==> src/rtl/instruction_fetch_unit.sv <==
// Fetch front end: sequential word reads over req/ack, a small FIFO of
// {pc, instruction}, valid/ready to the Controller, redirect flush.
module instruction_fetch_unit #(
   parameter int unsigned DEPTH    = 2,
   parameter logic [31:0] RESET_PC = 32'h0000_0000
) (
   input  logic        clock,
   input  logic        resetN,
   input  logic        redirect,
   input  logic [31:0] redirectPC,
   output logic        memReq,
   output logic [31:0] memAddr,
   input  logic        memAck,
   input  logic [31:0] memData,
   output logic [31:0] instruction,
   output logic [31:0] instructionPC,
   output logic        instrValid,
   input  logic        instrReady
);

   localparam int unsigned PW = (DEPTH > 1) ? $clog2(DEPTH) : 1;
   localparam int unsigned CW = PW + 1;
   localparam logic [CW-1:0] FULL = CW'(DEPTH);

   typedef enum logic [1:0] {
      IDLE,
      REQUEST,
      DISCARD
   } stateT;

   stateT         state;
   logic [31:0]   target;
   logic [31:0]   pendPC;
   logic [CW-1:0] count;
   logic [CW-1:0] nextCount;
   logic [PW-1:0] wrPtr;
   logic [PW-1:0] rdPtr;
   logic          push;
   logic          pop;
   logic [31:0]   dataMem [DEPTH];
   logic [31:0]   pcMem   [DEPTH];

   assign target = redirectPC & ~32'h3;
   assign push = (state == REQUEST) && memAck && !redirect;
   assign pop = instrValid && instrReady;

   always_comb begin
      nextCount = count;
      if (push && !pop) begin
         nextCount = count + CW'(1);
      end else if (pop && !push) begin
         nextCount = count - CW'(1);
      end
   end

   assign instrValid = (count != '0);
   assign instruction = instrValid ? dataMem[rdPtr] : '0;
   assign instructionPC = instrValid ? pcMem[rdPtr] : '0;

   always_ff @(posedge clock or negedge resetN) begin
      if (!resetN) begin
         state   <= IDLE;
         memReq  <= 1'b0;
         memAddr <= RESET_PC;
         pendPC  <= '0;
      end else begin
         unique case (state)
            IDLE: begin
               if (redirect) begin
                  memAddr <= target;
                  memReq  <= 1'b1;
                  state   <= REQUEST;
               end else if (count < FULL) begin
                  memReq <= 1'b1;
                  state  <= REQUEST;
               end
            end
            REQUEST: begin
               if (memAck) begin
                  if (redirect) begin
                     memAddr <= target;
                  end else begin
                     memAddr <= memAddr + 32'd4;
                     if (nextCount >= FULL) begin
                        memReq <= 1'b0;
                        state  <= IDLE;
                     end
                  end
               end else if (redirect) begin
                  pendPC <= target;
                  state  <= DISCARD;
               end
            end
            DISCARD: begin
               // a redirect coinciding with the ack wins over the latched one
               if (memAck) begin
                  memAddr <= redirect ? target : pendPC;
                  state   <= REQUEST;
               end else if (redirect) begin
                  pendPC <= target;
               end
            end
            default: begin
               memReq <= 1'b0;
               state  <= IDLE;
            end
         endcase
      end
   end

   always_ff @(posedge clock or negedge resetN) begin
      if (!resetN) begin
         count <= '0;
         wrPtr <= '0;
         rdPtr <= '0;
      end else if (redirect) begin
         count <= '0;
         wrPtr <= '0;
         rdPtr <= '0;
      end else begin
         if (push) begin
            wrPtr <= wrPtr + PW'(1);
         end
         if (pop) begin
            rdPtr <= rdPtr + PW'(1);
         end
         count <= nextCount;
      end
   end

   always_ff @(posedge clock) begin
      if (push) begin
         dataMem[wrPtr] <= memData;
         pcMem[wrPtr]   <= memAddr;
      end
   end

endmodule

==> config.mk <==
export PLATFORM = sky130hd
export DESIGN_NAME = instruction_fetch_unit
export DESIGN_NICKNAME = d
export VERILOG_FILES = /design/src/rtl/instruction_fetch_unit.sv
export SDC_FILE = /design/constraint.sdc
export NUM_CORES = 1
export LEC_CHECK = 0
export ABC_AREA = 1
export CAP_MARGIN = 10
export CORE_MARGIN = 4
export CORE_UTILIZATION = 49
export CTS_BUF_LIST = sky130_fd_sc_hd__clkbuf_8
export DETAILED_ROUTE_END_ITERATION = 12
export GPL_TIMING_DRIVEN = 0
export MAX_ROUTING_LAYER = met4
export PLACE_DENSITY = 0.89
export SLEW_MARGIN = 10
export SYNTH_ARGS = -nofsm -noshare
export SYNTH_HDL_FRONTEND = slang
export SYNTH_SLANG_ARGS = --single-unit
==> constraint.sdc <==
create_clock -name clock -period 4 [get_ports clock]
set_input_delay 0.4 -clock clock [delete_from_list [all_inputs] [get_ports clock]]
set_output_delay 0.4 -clock clock [all_outputs]
set_load 0.005 [all_outputs]
# Yosys cells after proc, flatten, opt, wreduce, memory -nomap -nowiden
# Memory sizes are Yosys's and may differ from the RTL's.
# Index checks and enable logic that the tools add are counted.
word_totals:
  regBits: 71
  ram_bits: 128
  input_bits: 69
  out_inout_bits: 98
  wordCells: 78
  n_memories: 2
classes:
  n_addsub: 5
  order_cmp: 2
  n_eq_ne: 11
  muxes: 31
  n_bitwise: 2
  n_reduce_logical: 18
memory_table:
  columns: ["name", "words", "word_bits", "rd", "rd_ports_with_merged_regs", "write_ports", "line", "source"]
  rows:
  - ["dataMem", 2, 32, 1, 0, 1, "40", "logic [31:0] dataMem [DEPTH];"]
  - ["pcMem", 2, 32, 1, 0, 1, "41", "logic [31:0] pcMem [DEPTH];"]
op_table:
  columns: ["operator", "n"]
  rows:
  - ["$mux W32", 7]
  - ["$pmux W32 S3", 1]
  - ["$add A32 B3 Y32 const B", 1]
  - ["$mux W2", 10]
  - ["$mux W1", 11]
  - ["$reduce_and A5 Y1", 2]
  - ["$ne A3 B3 Y1 const B", 3]
  - ["$ne A2 B2 Y1 const B", 4]
  - ["$pmux W2 S3", 1]
  - ["$reduce_bool A2 Y1", 3]
  - ["$logic_and A1 B1 Y1", 5]
  - ["$reduce_and A4 Y1", 1]
  - ["$logic_not A1 Y1", 3]
  - ["$ne A3 B2 Y1 const B", 1]
  - ["$pmux W1 S3", 1]
  - ["$reduce_bool A3 Y1", 1]
  - ["$add A1 B1 Y1 const B", 2]
  - ["$add A2 B1 Y2 const B", 1]
  - ["$eq A2 B1 Y1 const B", 1]
  - ["$eq A2 B2 Y1 const B", 1]
  - ["$ge A2 B2 Y1 const B", 1]
  - ["$logic_not A2 Y1", 1]
  - ["$lt A2 B2 Y1 const B", 1]
  - ["$ne A2 B1 Y1 const B", 1]
  - ["4 further kinds", 5]

# Logic depth before layout (Yosys ltp)
# Gate-level depths: netlist of run 1.
depth:
  word_depth: 12
  depth_mapped: 12
  mapped_depth_nobuf: 12

# Worst setup path after synthesis of run 1
# No wires, ideal clock.
synth_path:
  path_kind: "reg2reg"
  from: "register state[1]"
  to: "memory dataMem[0][0] (enable)"
  setup_ps: 487
  arrival_ps: 3739
  required_time_ps: 3513
  setup_slack_ps: -226
  stages_incl_launch_ff: 7
  n_path_buf: 0
  period_less_slack_ps: 4226
  cell_sequence: "dfrtp_1 inv_1 ha_1 nand2_1 nor2_2 inv_1 nor2_1"
synth_via:
  elab_chain_cells: 5
synth_rtl:
  columns: ["element", "line", "source"]
  rows:
  - ["from (decl)", "31", "stateT state;"]
  - ["from (signal assigned)", "62", "state <= IDLE;"]
  - ["from (signal assigned)", "72", "state <= REQUEST;"]
  - ["from (signal assigned)", "75", "state <= REQUEST;"]
  - ["$eq A2 B1 Y1", "44", "assign push = (state == REQUEST) && memAck && !redirect;"]
  - ["$logic_and A1 B1 Y1 (2 in series)", "44", null]
  - ["$mux W1", "132", "if (push) begin"]
  - ["$mux W1 (not written as such)", "133", "dataMem[wrPtr] <= memData;"]
  - ["to (decl)", "40", null]
# Every way passes these cells.

# Final worst setup path of run 1
layout_path:
  from: "register count[0]"
  to: "output instructionPC[12]"
layout_via:
  elab_chain_cells: 2
layout_rtl:
  columns: ["element", "line", "source"]
  rows:
  - ["from (decl)", "34", "logic [CW-1:0] count;"]
  - ["from (signal assigned)", "127", "count <= nextCount;"]
  - ["$reduce_bool A2 Y1", "56", "assign instrValid = (count != '0);"]
  - ["$mux W32", "58", "assign instructionPC = instrValid ? pcMem[rdPtr] : '0;"]
  - ["to (decl)", "16", "output logic [31:0] instructionPC,"]
# Every way passes these cells.

==> results of run 1 <==
## state kept, by name, indices dropped and copies added (netlist names)
signal	cells
pcMem	64
count	2
pendPC	32
dataMem	64
memReq	1
wrPtr	1
rdPtr	1
state	2
memAddr	32
## cells by family (layout without fill, tap and decap cells)
group | Yosys count | in the layout
simple gates | 528 | 528
flops | 199 | 199
compound gates | 190 | 190
buf+inv | 104 | 306
xor+xnor | 8 | 8
fa+ha+maj | 7 | 7
mux | 2 | 2
## placed cells by master (no fill, tap or decap), drive strengths merged, types with 28 or more instances in the layout
master,Yosys,routed
clkbuf,26,43
dfrtp,71,71
nor2,239,239
nand2,240,240
edfxtp,128,128
o21ai,138,138
buf,22,28
nand3,34,34
clkdlybuf4s50,0,163
inv,56,65
## worst paths after layout
path / from / end / slack, ns / cells past startpoint
min: resetN / pendPC[9]$_DFFE_PN0P_ / 0.37 / 2
max in group asynchronous: resetN / count[1]$_DFF_PN0_ / 3.05 / 3
min reg2reg: count[0]$_DFF_PN0_ / count[0]$_DFF_PN0_ / 0.48 / 1
max: count[0]$_DFF_PN0_ / instructionPC[12] / 0.72 / 8
min in group clock: count[0]$_DFF_PN0_ / count[0]$_DFF_PN0_ / 0.48 / 1
max reg2reg: state[1]$_DFFE_PN0P_ / pcMem[0][28]$_DFFE_PP_ / 1.46 / 8
## power by group
part | total (uW) | leakage [uW] | internal [uW] | switching (uW)
clock | 1340 | 0.000216 | 585 | 758
sequential | 3220 | 0.00206 | 2730 | 482
combinational | 4230 | 0.00252 | 1790 | 2440
## per-layer routing
metal	global-route usage [%]	vias up	part of all wire, %	wire, um
met1	32.68	3710	42	10830
met4	6.679	0	1.8	457
met5	-	-	0	0
met3	5.245	37	8.1	2089
met2	39.64	367	48	12550
li1	-	3836	-	-
## cell type report
class                   instances  area share, %
plain buffers                  48          1.792
clock buffers                  17          1.960
clock inverters                15          1.520
inverters                      56          1.761
multi-input cells             735          28.38
flip-flops and latches        199          47.08
well taps                     260          2.725
repair buffers                170          14.78
## stage by stage
step / instance area, sq um / hold WS [ns] / TNS [ns] / worst slack [ns]
after global placement: 11390 / 0.4518 / -25.14 / -0.2526
final: 11940 / 0.3659 / 0 / 0.7174
after CTS: 11940 / 0.3501 / 0 / 0.6565
after global routing: 11940 / 0.3777 / 0 / 0.5086
after detailed placement: 11510 / 0.3314 / 0 / 1.206
after floorplan: 9423 / 0.1044 / 0 / 0.8518
## repair_timing
| action | in CTS | in global routing |
|---|---|---|
| gates resized for setup | 0 | 0 |
| endpoints found under the hold margin | 23 | 0 |
| hold buffers | 1 | 0 |
==> summary.md, run 1 <==
| Metric | Value |
|---|---|
| Post-DRT Antenna Nets | `0` |
| Largest net degree at the start of global routing | `49` |
| Total gr overflow | `0` |
| Share of cells above drive strength 1 | `7.258%` |
| Slew @ Worst Pin | `approximately 0.58 ns` |
| Mapped Nets | `between 1000 and 1500` |
| Max Fanout on Critical Path | `10` |
| IO Count | `about 170` |
| Unrepaired setup endpoints after global routing | `false` |
| Clk_lat worst skew | `approximately 0.47 ns` |
| Std-Cell Rows | `50` |
| Area occupied by multi-input gates | `about 3400 sq um` |
| Area growth, synth to finish | `26.76%` |
| Synth cell count leaders | `235 x nand2_1, 229 x nor2_1, 128 x edfxtp_1` |
| Peak supply drop | `approximately 360 uV` |
| CP bufs+invs | `5` |
| Vias | `7950` |
| Main combinational cell family by area after synthesis | `simple AND/OR/NAND/NOR gates` |
| Drt initial violations | `680` |
| Global-route wire length before repair | `just over 40000 um` |
| Placed Cells | `between 1000 and 1500` |
| Mapped Avg Cell Area | `roughly 9 sq um` |
| Worst setup EP type | `output port` |
| Die area | `approximately 22000 sq um` |
| Routed wire length | `25930 um` |
| #FFs+latches synth | `a little under 200` |
| Initial antenna violation count | `0` |
| Clock transition at path regs | `between 0.1 and 0.15 ns` |
| Yosys Warn Count | `0` |
| Compound-Gate Fraction of Synth Area | `between 10% and 20%` |
| Setup Viol. Count Final | `0` |
| Critical path type | `reg -> out` |
| Netlist cell types | `41` |
| Max-slew violations | `0` |
| Initial Utilization | `between 50% and 60%` |
| Number of hold violations in the final report | `0` |
| CTS tree | `yes` |
| Die width | `~150 um` |
| # port buffers | `about 160` |
| Post-CTS Repair Setup Buffers | `0` |
| DRC viols | `0` |
| CP max-delay cell | `clkdlybuf4s50_1` |
| Worst EP required | `roughly 3.6 ns` |
| Mux cell area share after synthesis | `0.2126%` |
| Worst slew margin | `just over 60%` |
| Antenna cell count | `0` |
| Hold crit path type | `in -> async` |
| Main synth FF type | `edfxtp_1` |
| Number of synthesized flops with an enable pin | `~130` |
| Clock Sinks | `199` |
| Routed WL per cell | `17.29 um` |
| CTS Buf Count | `17` |
| Post-synth ARST share | `35.68%` |
| Overall Power | `8785 uW` |
| Max-Cap Viols | `0` |
| CTS H-tree depth | `4` |
| Fmax | `304.6 MHz` |
| Largest area contributor in the netlist | `edfxtp_1` |
| Synth Area in Simple Gates | `between 20% and 30%` |
| Fill cell count | `between 1500 and 2000` |
| GRT Overall Usage | `between 20% and 30%` |
| Arrival @ worst endpoint | `~2.9 ns` |
| Run status | `finished, final reports clean` |
| Tcrit/Tclk final | `82.07%` |
| Post-DP HPWL | `between 15000 and 20000 um` |
| Post-Synth Adder-Cell Area | `less than 1%` |
| CP peak stage delay | `between 0.5 and 0.6 ns` |
| Synth Instances | `roughly 1000` |
| Share of the synthesized area in the top cell type | `just over 40%` |
| Synthesized area | `approximately 9400 sq um` |
| Worst path top cell family by delay | `buffers and inverters` |
| Vias per cell | `about 5.3` |
| Worst-path cell chain | `inv_1 -> ha_1 -> inv_1 -> clkbuf_1 -> clkbuf_1 -> o21ai_0 -> nor2_1 -> clkdlybuf4s50_1` |
| Fin nets | `1303` |
| Vias in the first global route | `7897` |
| Std-Cell Core Area | `approximately 19000 sq um` |
| Routability cong. | `between 0.9 and 1` |
| Post-synthesis xor/xnor area fraction | `0.7440%` |
| Leak | `0.004790 uW` |
| Die H | `approximately 150 um` |
| Non-filler cells in the finished layout | `1500` |
| Part of the Yosys area used for sequential elements | `59.68%` |
| Util after Layout | `63.40%` |
| Root buf cell | `clkbuf_8` |
| Detailed Routing Iterations Pass 1 | `5` |
| Setup Skew | `roughly 0.018 ns` |
| CTS max path bufs | `2` |
| Crit start category | `register` |
| Fin crit period | `~3.3 ns` |
| Most frequent cell after synthesis | `nand2_1` |
| PwrDens | `735.9 nW/um^2` |
| FF+latch area | `roughly 5600 sq um` |
| Synth area leaders | `edfxtp_1 41%, dfrtp_1 19%, nand2_1 9.4%` |
No activity file was read; power rests on OpenSTA's default activity.
==> run 2, diff against run 1 <==
--- a/config.mk
+++ b/config.mk
@@ -8,12 +8,12 @@
 export ABC_AREA = 1
 export CAP_MARGIN = 10
 export CORE_MARGIN = 4
-export CORE_UTILIZATION = 49
+export CORE_UTILIZATION = 55
 export CTS_BUF_LIST = sky130_fd_sc_hd__clkbuf_8
 export DETAILED_ROUTE_END_ITERATION = 12
 export GPL_TIMING_DRIVEN = 0
 export MAX_ROUTING_LAYER = met4
-export PLACE_DENSITY = 0.89
+export PLACE_DENSITY = 0.94
 export SLEW_MARGIN = 10
 export SYNTH_ARGS = -nofsm -noshare
 export SYNTH_HDL_FRONTEND = slang
==> constraint.sdc (replaced) <==
create_clock -name clock -period 3.42 [get_ports clock]
set_input_delay 0.342 -clock clock [delete_from_list [all_inputs] [get_ports clock]]
set_output_delay 0.342 -clock clock [all_outputs]
set_load 0.005 [all_outputs]
==> run 2 against run 1 <==
Utilization rose by 7.4 points. Critical path depth stayed put. Critical path type unchanged. Largest power group unchanged. First-iteration DRC count increased by 4.9%.
==> summary.md, run 2 (same netlist as run 1, synthesis figures left out) <==
| Metric | Value |
|---|---|
| Run status | `finished, final reports clean` |
| CTS max path bufs | `2` |
| Max-slew violations | `0` |
| Die H | `about 140 um` |
| Worst slew margin | `between 50% and 60%` |
| Global-route wire length before repair | `40220 um` |
| Max Fanout on Critical Path | `10` |
| Post-DRT Antenna Nets | `0` |
| Initial antenna violation count | `0` |
| Vias per cell | `between 5 and 6` |
| Initial Utilization | `a little under three fifths` |
| Peak supply drop | `about 370 uV` |
| Clock Sinks | `199` |
| Root buf cell | `clkbuf_8` |
| PwrDens | `between 800 and 900 nW/um^2` |
| Std-Cell Rows | `47` |
| # port buffers | `~160` |
| Detailed Routing Iterations Pass 1 | `5` |
| DRC viols | `0` |
| GRT Overall Usage | `26.73%` |
| CTS tree | `yes` |
| Most common cell after layout, fill and taps aside | `nand2_1` |
| Number of hold violations in the final report | `0` |
| Slew @ Worst Pin | `slightly above 0.6 ns` |
| Die width | `between 100 and 150 um` |
| CTS H-tree depth | `4` |
| Antenna cell count | `0` |
| Die area | `approximately 19000 sq um` |
| Routed wire length | `about 25000 um` |
| Largest net degree at the start of global routing | `38` |
| Leak | `0.004764 uW` |
| Post-DP HPWL | `~19000 um` |
| Routed WL per cell | `17.46 um` |
| Setup TNS | `0 ns` |
| Std-Cell Core Area | `approximately 17000 sq um` |
| IO Count | `approximately 170` |
| CTS Buf Count | `17` |
| Commonest non-fill, non-tap cells in the layout | `235 x nand2_1, 227 x nor2_1, 163 x clkdlybuf4s50_1, 128 x edfxtp_1, 127 x o21ai_0` |
| Regs by FF count | `dataMem x64, pcMem x64` |
| Worst setup path start | `count[1]$_DFF_PN0_` |
| Unrepaired setup endpoints after global routing | `false` |
| Max-Cap Viols | `0` |
| Fin nets | `~1300` |
| Worst setup EP type | `output port` |
| Crit start category | `register` |
| Finished Cell Area | `around 12000 sq um` |
| Vias in the first global route | `between 7000 and 8000` |
| Fin crit period | `3.165 ns` |
| Overall Power | `between 10000 and 15000 uW` |
| Reg-to-reg endpoint | `pcMem[0][28]$_DFFE_PP_` |
| Critical path type | `reg -> out` |
| Resized cells post-CTS | `0` |
| Fmax | `between 300 and 400 MHz` |
| Drt initial violations | `approximately 710` |
| Clock transition at path regs | `~0.1 ns` |
| Placement Cell Area | `roughly 11000 sq um` |
| Worst EP required | `a little over 3 ns` |
| Setup Skew | `between 0.01 and 0.015 ns` |
| Area growth, synth to finish | `25.63%` |
| Tcrit/Tclk final | `92.56%` |
| Total gr overflow | `0` |
| Crit Reg-Reg Startpoint | `state[1]$_DFFE_PN0P_` |
| Hold crit path type | `in -> async` |
| Reg2Reg Setup Slack | `a little over 0.9 ns` |
| Clk_lat worst skew | `approximately 0.47 ns` |
| Routability cong. | `0.9344` |
| Setup Viol. Count Final | `0` |
| Vias | `between 8000 and 9000` |
| Share of cells above drive strength 1 | `under 10%` |
| Worst R2R Path Depth | `8` |
| Arrival @ worst endpoint | `2.82 ns` |
## run 2: changes by cell type in the layout (fill, tap and decap cells not counted)
| cell | previous run | this run |
|---|---|---|
| buf_16 | 2 | 1 |
| buf_12 | 3 | 4 |
| bufinv_16 | 2 | 1 |
| clkinv_2 | 0 | 1 |
| inv_1 | 49 | 52 |
| clkinv_4 | 4 | 1 |
| inv_8 | 5 | 3 |
| inv_6 | 3 | 2 |
| clkinvlp_4 | 0 | 3 |
## run 2: through the flow
step | setup slack (ns) | instances | util [%] | hold WS (ns)
after floorplan | 0.2718 | 1038 | - | 0.04641
after global placement | -0.8155 | 1422 | 67.90 | 0.4505
after detailed placement | 0.7192 | 1427 | 68.59 | 0.3296
after CTS | 0.1939 | 1460 | 70.84 | 0.3592
after global routing | 0.04663 | 1460 | 70.84 | 0.3974
final | 0.2546 | 1460 | 70.84 | 0.3661
## run 2: layout make-up
| class | count | area, sq um |
|---|---|---|
| Inverter | 56 | 210.2 |
| Clock buffer | 17 | 234.0 |
| Timing Repair Buffer | 170 | 1757 |
| Fill cell | 1250 | 4870 |
| Tap cell | 220 | 275.3 |
| Clock inverter | 15 | 132.6 |
| Buffer | 48 | 214.0 |
| Multi-Input combinational cell | 735 | 3388 |
| Sequential cell | 199 | 5620 |
## run 2: critical path, stage by stage, from the launching register on
cell             delay [ns]
dfrtp_1                0.36
inv_1                  0.07
ha_1                   0.18
inv_1                  0.11
clkbuf_1               0.40
clkbuf_1               0.36
o21ai_0                0.16
nor2_1                 0.17
clkdlybuf4s50_1        0.56
## run 2: where the power goes
group          total, uW  switching (uW)  leakage (uW)  internal [uW]
Clock               1420             836      0.000193            584
Sequential          3770             571       0.00206           3200
Combinational       4950            2860       0.00251           2090
## run 2: worst max path at each step
stage | endpoint | cells after the start
after global routing | instructionPC[17] | 8
after floorplan | dataMem[0][0]$_DFFE_PP_ | 6
after global placement | dataMem[0][28]$_DFFE_PP_ | 5
after detailed placement | instructionPC[14] | 8
final | instructionPC[14] | 8
after CTS | instructionPC[14] | 8
## run 2: timing repair
action | 4_1_cts | 5_1_grt
endpoints found under the hold margin | 34 | 0
hold buffers | 1 | 0
setup buffers | 0 | 0
## run 2: routing by layer
metal	routed length, um	track usage (%)	part of all wire (%)
met1	10190	34.30	40
met3	2391	4.690	9.4
met2	12360	44.06	48
met4	556	7.878	2.2
met5	0	-	0
==> run 3, diff against run 2 <==
--- a/config.mk
+++ b/config.mk
@@ -6,14 +6,14 @@
 export NUM_CORES = 1
 export LEC_CHECK = 0
 export ABC_AREA = 1
-export CAP_MARGIN = 10
+export CAP_MARGIN = 20
 export CORE_MARGIN = 4
-export CORE_UTILIZATION = 55
+export CORE_UTILIZATION = 39
 export CTS_BUF_LIST = sky130_fd_sc_hd__clkbuf_8
 export DETAILED_ROUTE_END_ITERATION = 12
 export GPL_TIMING_DRIVEN = 0
 export MAX_ROUTING_LAYER = met4
-export PLACE_DENSITY = 0.94
+export PLACE_DENSITY = 0.73
 export SLEW_MARGIN = 10
 export SYNTH_ARGS = -nofsm -noshare
 export SYNTH_HDL_FRONTEND = slang
==> run 3 against run 2 <==
Clock skew is 0.0037 ns higher. Worst setup slack better by 0.051 ns. Total power is 0.62% higher. Largest power group unchanged.
==> summary.md, run 3 (same netlist as run 1, synthesis figures left out) <==
| Metric | Value |
|---|---|
| Run status | `finished, final reports clean` |
| CTS max path bufs | `2` |
| Post-DRT Antenna Nets | `0` |
| Area growth, synth to finish | `27.10%` |
| Clock Sinks | `a little under 200` |
| Reg-to-reg endpoint | `dataMem[0][0]$_DFFE_PP_` |
| Die area | `roughly 27000 sq um` |
| Worst EP required | `approximately 3 ns` |
| Peak supply drop | `301.7 uV` |
| Max-Cap Viols | `0` |
| Crit Reg-Reg Startpoint | `state[1]$_DFFE_PN0P_` |
| CTS Buf Count | `17` |
| Hold WS | `between 0.3 and 0.4 ns` |
| Max Fanout on Critical Path | `10` |
| Worst slew margin | `approximately 63%` |
| IO Count | `approximately 170` |
| Critical path type | `reg -> out` |
| Largest net degree at the start of global routing | `50` |
| Placement Cell Area | `about 12000 sq um` |
| Clk_lat worst skew | `between 0.4 and 0.5 ns` |
| Fin nets | `approximately 1300` |
| Detailed Routing Iterations Pass 1 | `5` |
| Unrepaired setup endpoints after global routing | `false` |
| Total gr overflow | `0` |
| Reg2Reg Setup Slack | `approximately 0.85 ns` |
| Slew @ Worst Pin | `approximately 0.56 ns` |
| Initial Utilization | `roughly 40%` |
| Crit start category | `register` |
| Regs by FF count | `dataMem x64, pcMem x64` |
| Routed WL per cell | `17.19 um` |
| Tcrit/Tclk final | `around 90%` |
| Vias | `just under 8000` |
| Std-Cell Core Area | `around 24000 sq um` |
| Share of cells above drive strength 1 | `7.033%` |
| Fmax | `approximately 320 MHz` |
| Die width | `163.4 um` |
| Hold crit path type | `in -> async` |
| Setup Skew | `roughly 0.018 ns` |
| Antenna cell count | `0` |
| Worst-path cell chain | `clkbuf_1 -> inv_1 -> clkbuf_1 -> buf_2 -> nor2_1 -> nor2_1 -> clkdlybuf4s50_1` |
| Setup Viol. Count Final | `0` |
| Vias in the first global route | `roughly 7500` |
| Arrival @ worst endpoint | `between 2 and 3 ns` |
| Most common cell after layout, fill and taps aside | `nand2_1` |
| # port buffers | `~160` |
| CTS H-tree depth | `4` |
| Global-route wire length before repair | `41770 um` |
| Worst setup EP type | `output port` |
| CTS tree | `yes` |
| Vias per cell | `around 5` |
| GRT Overall Usage | `20.69%` |
| Post-DP HPWL | `about 20000 um` |
| Area occupied by multi-input gates | `roughly 3400 sq um` |
| Resized cells post-CTS | `0` |
| Post-CTS Repair Setup Buffers | `0` |
| Finished Cell Area | `11970 sq um` |
| Drt initial violations | `slightly above 700` |
| Routability cong. | `between 0.9 and 1` |
| Root buf cell | `clkbuf_8` |
| Std-Cell Rows | `56` |
| Commonest non-fill, non-tap cells in the layout | `235 x nand2_1, 227 x nor2_1, 163 x clkdlybuf4s50_1, 128 x edfxtp_1, 127 x o21ai_0` |
| Worst R2R Path Depth | `8` |
| Leak | `~0.0048 uW` |
| Routed wire length | `around 27000 um` |
| Fin crit period | `between 3 and 4 ns` |
| PwrDens | `852.2 nW/um^2` |
| FF+latch area | `approximately 5600 sq um` |
| Die H | `between 150 and 200 um` |
| Fill cell count | `~2200` |
| Clock transition at path regs | `roughly 0.10 ns` |
| DRC viols | `0` |
| Max-slew violations | `0` |
| CP max-delay cell | `clkdlybuf4s50_1` |
| CP peak stage delay | `about 0.52 ns` |
| Number of hold violations in the final report | `0` |
| Initial antenna violation count | `0` |
[run 3: cell types whose count changed in the layout (fill, tap and decap cells not counted)]
| cell | previous run | this run |
|---|---|---|
| inv_1 | 52 | 48 |
| clkinv_4 | 1 | 2 |
| clkinvlp_4 | 3 | 1 |
| bufinv_16 | 1 | 2 |
| clkinv_1 | 0 | 2 |
| inv_8 | 3 | 1 |
| clkinv_8 | 0 | 1 |
| inv_6 | 2 | 3 |
| clkbuf_1 | 26 | 25 |
[run 3: timing repair]
action	in CTS	in global routing
endpoints found under the hold margin	22	0
hold buffers	1	0
endpoints found under the setup margin	0	16
[run 3: layout make-up]
type	instances	area share, %
flip-flops and latches	199	46.95
multi-input cells	735	28.31
repair buffers	170	14.68
well taps	319	3.334
clock buffers	17	1.955
plain buffers	47	1.756
inverters	56	1.756
clock inverters	13	1.265
[run 3: layer usage]
layer  GRT usage [%]  up-vias  part of all wire [%]
met5               -        -                     0
met4           4.346        0                   1.2
met3           3.407       22                   6.9
met2           33.55      282                    48
met1           27.79     3660                    44
li1                -     3830                     -
[run 3: worst max path at each step]
stage | to | depth (start not counted) | startpoint | slack (ns)
5_1_grt | instruction[24] | 7 | rdPtr$_DFFE_PN0P_ | 0.04
6_report | instructionPC[27] | 7 | rdPtr$_DFFE_PN0P_ | 0.31
3_3_place_gp | dataMem[0][30]$_DFFE_PP_ | 5 | memAck | -0.92
3_5_place_dp | dataMem[0][30]$_DFFE_PP_ | 7 | memAck | 0.69
2_1_floorplan | dataMem[0][0]$_DFFE_PP_ | 6 | state[1]$_DFFE_PN0P_ | 0.27
4_1_cts | instructionPC[5] | 8 | count[0]$_DFF_PN0_ | 0.15
[run 3: critical path, delay by kind of cell, from the launching register on]
| kind | cells | cell delay (ns) |
|---|---|---|
| buf+inv | 5 | 1.68 |
| flops | 1 | 0.39 |
| simple gates | 2 | 0.21 |
[run 3: report_power, final]
part           internal [uW]  switching [uW]
combinational           2090            2860
clock                    656             852
sequential              3200             552
total                   5940            4260
[run 3: stage by stage]
stage	TNS (ns)	cells	util [%]	power, uW	setup slack, ns
2_1_floorplan	0	1038	-	6336	0.2718
3_5_place_dp	0	1526	49.04	8735	0.6855
6_report	0	1556	50.69	10200	0.3058
4_1_cts	0	1557	50.71	10250	0.1499
5_1_grt	0	1556	50.69	10980	0.03559
3_3_place_gp	-151.85	1521	48.55	8618	-0.9227
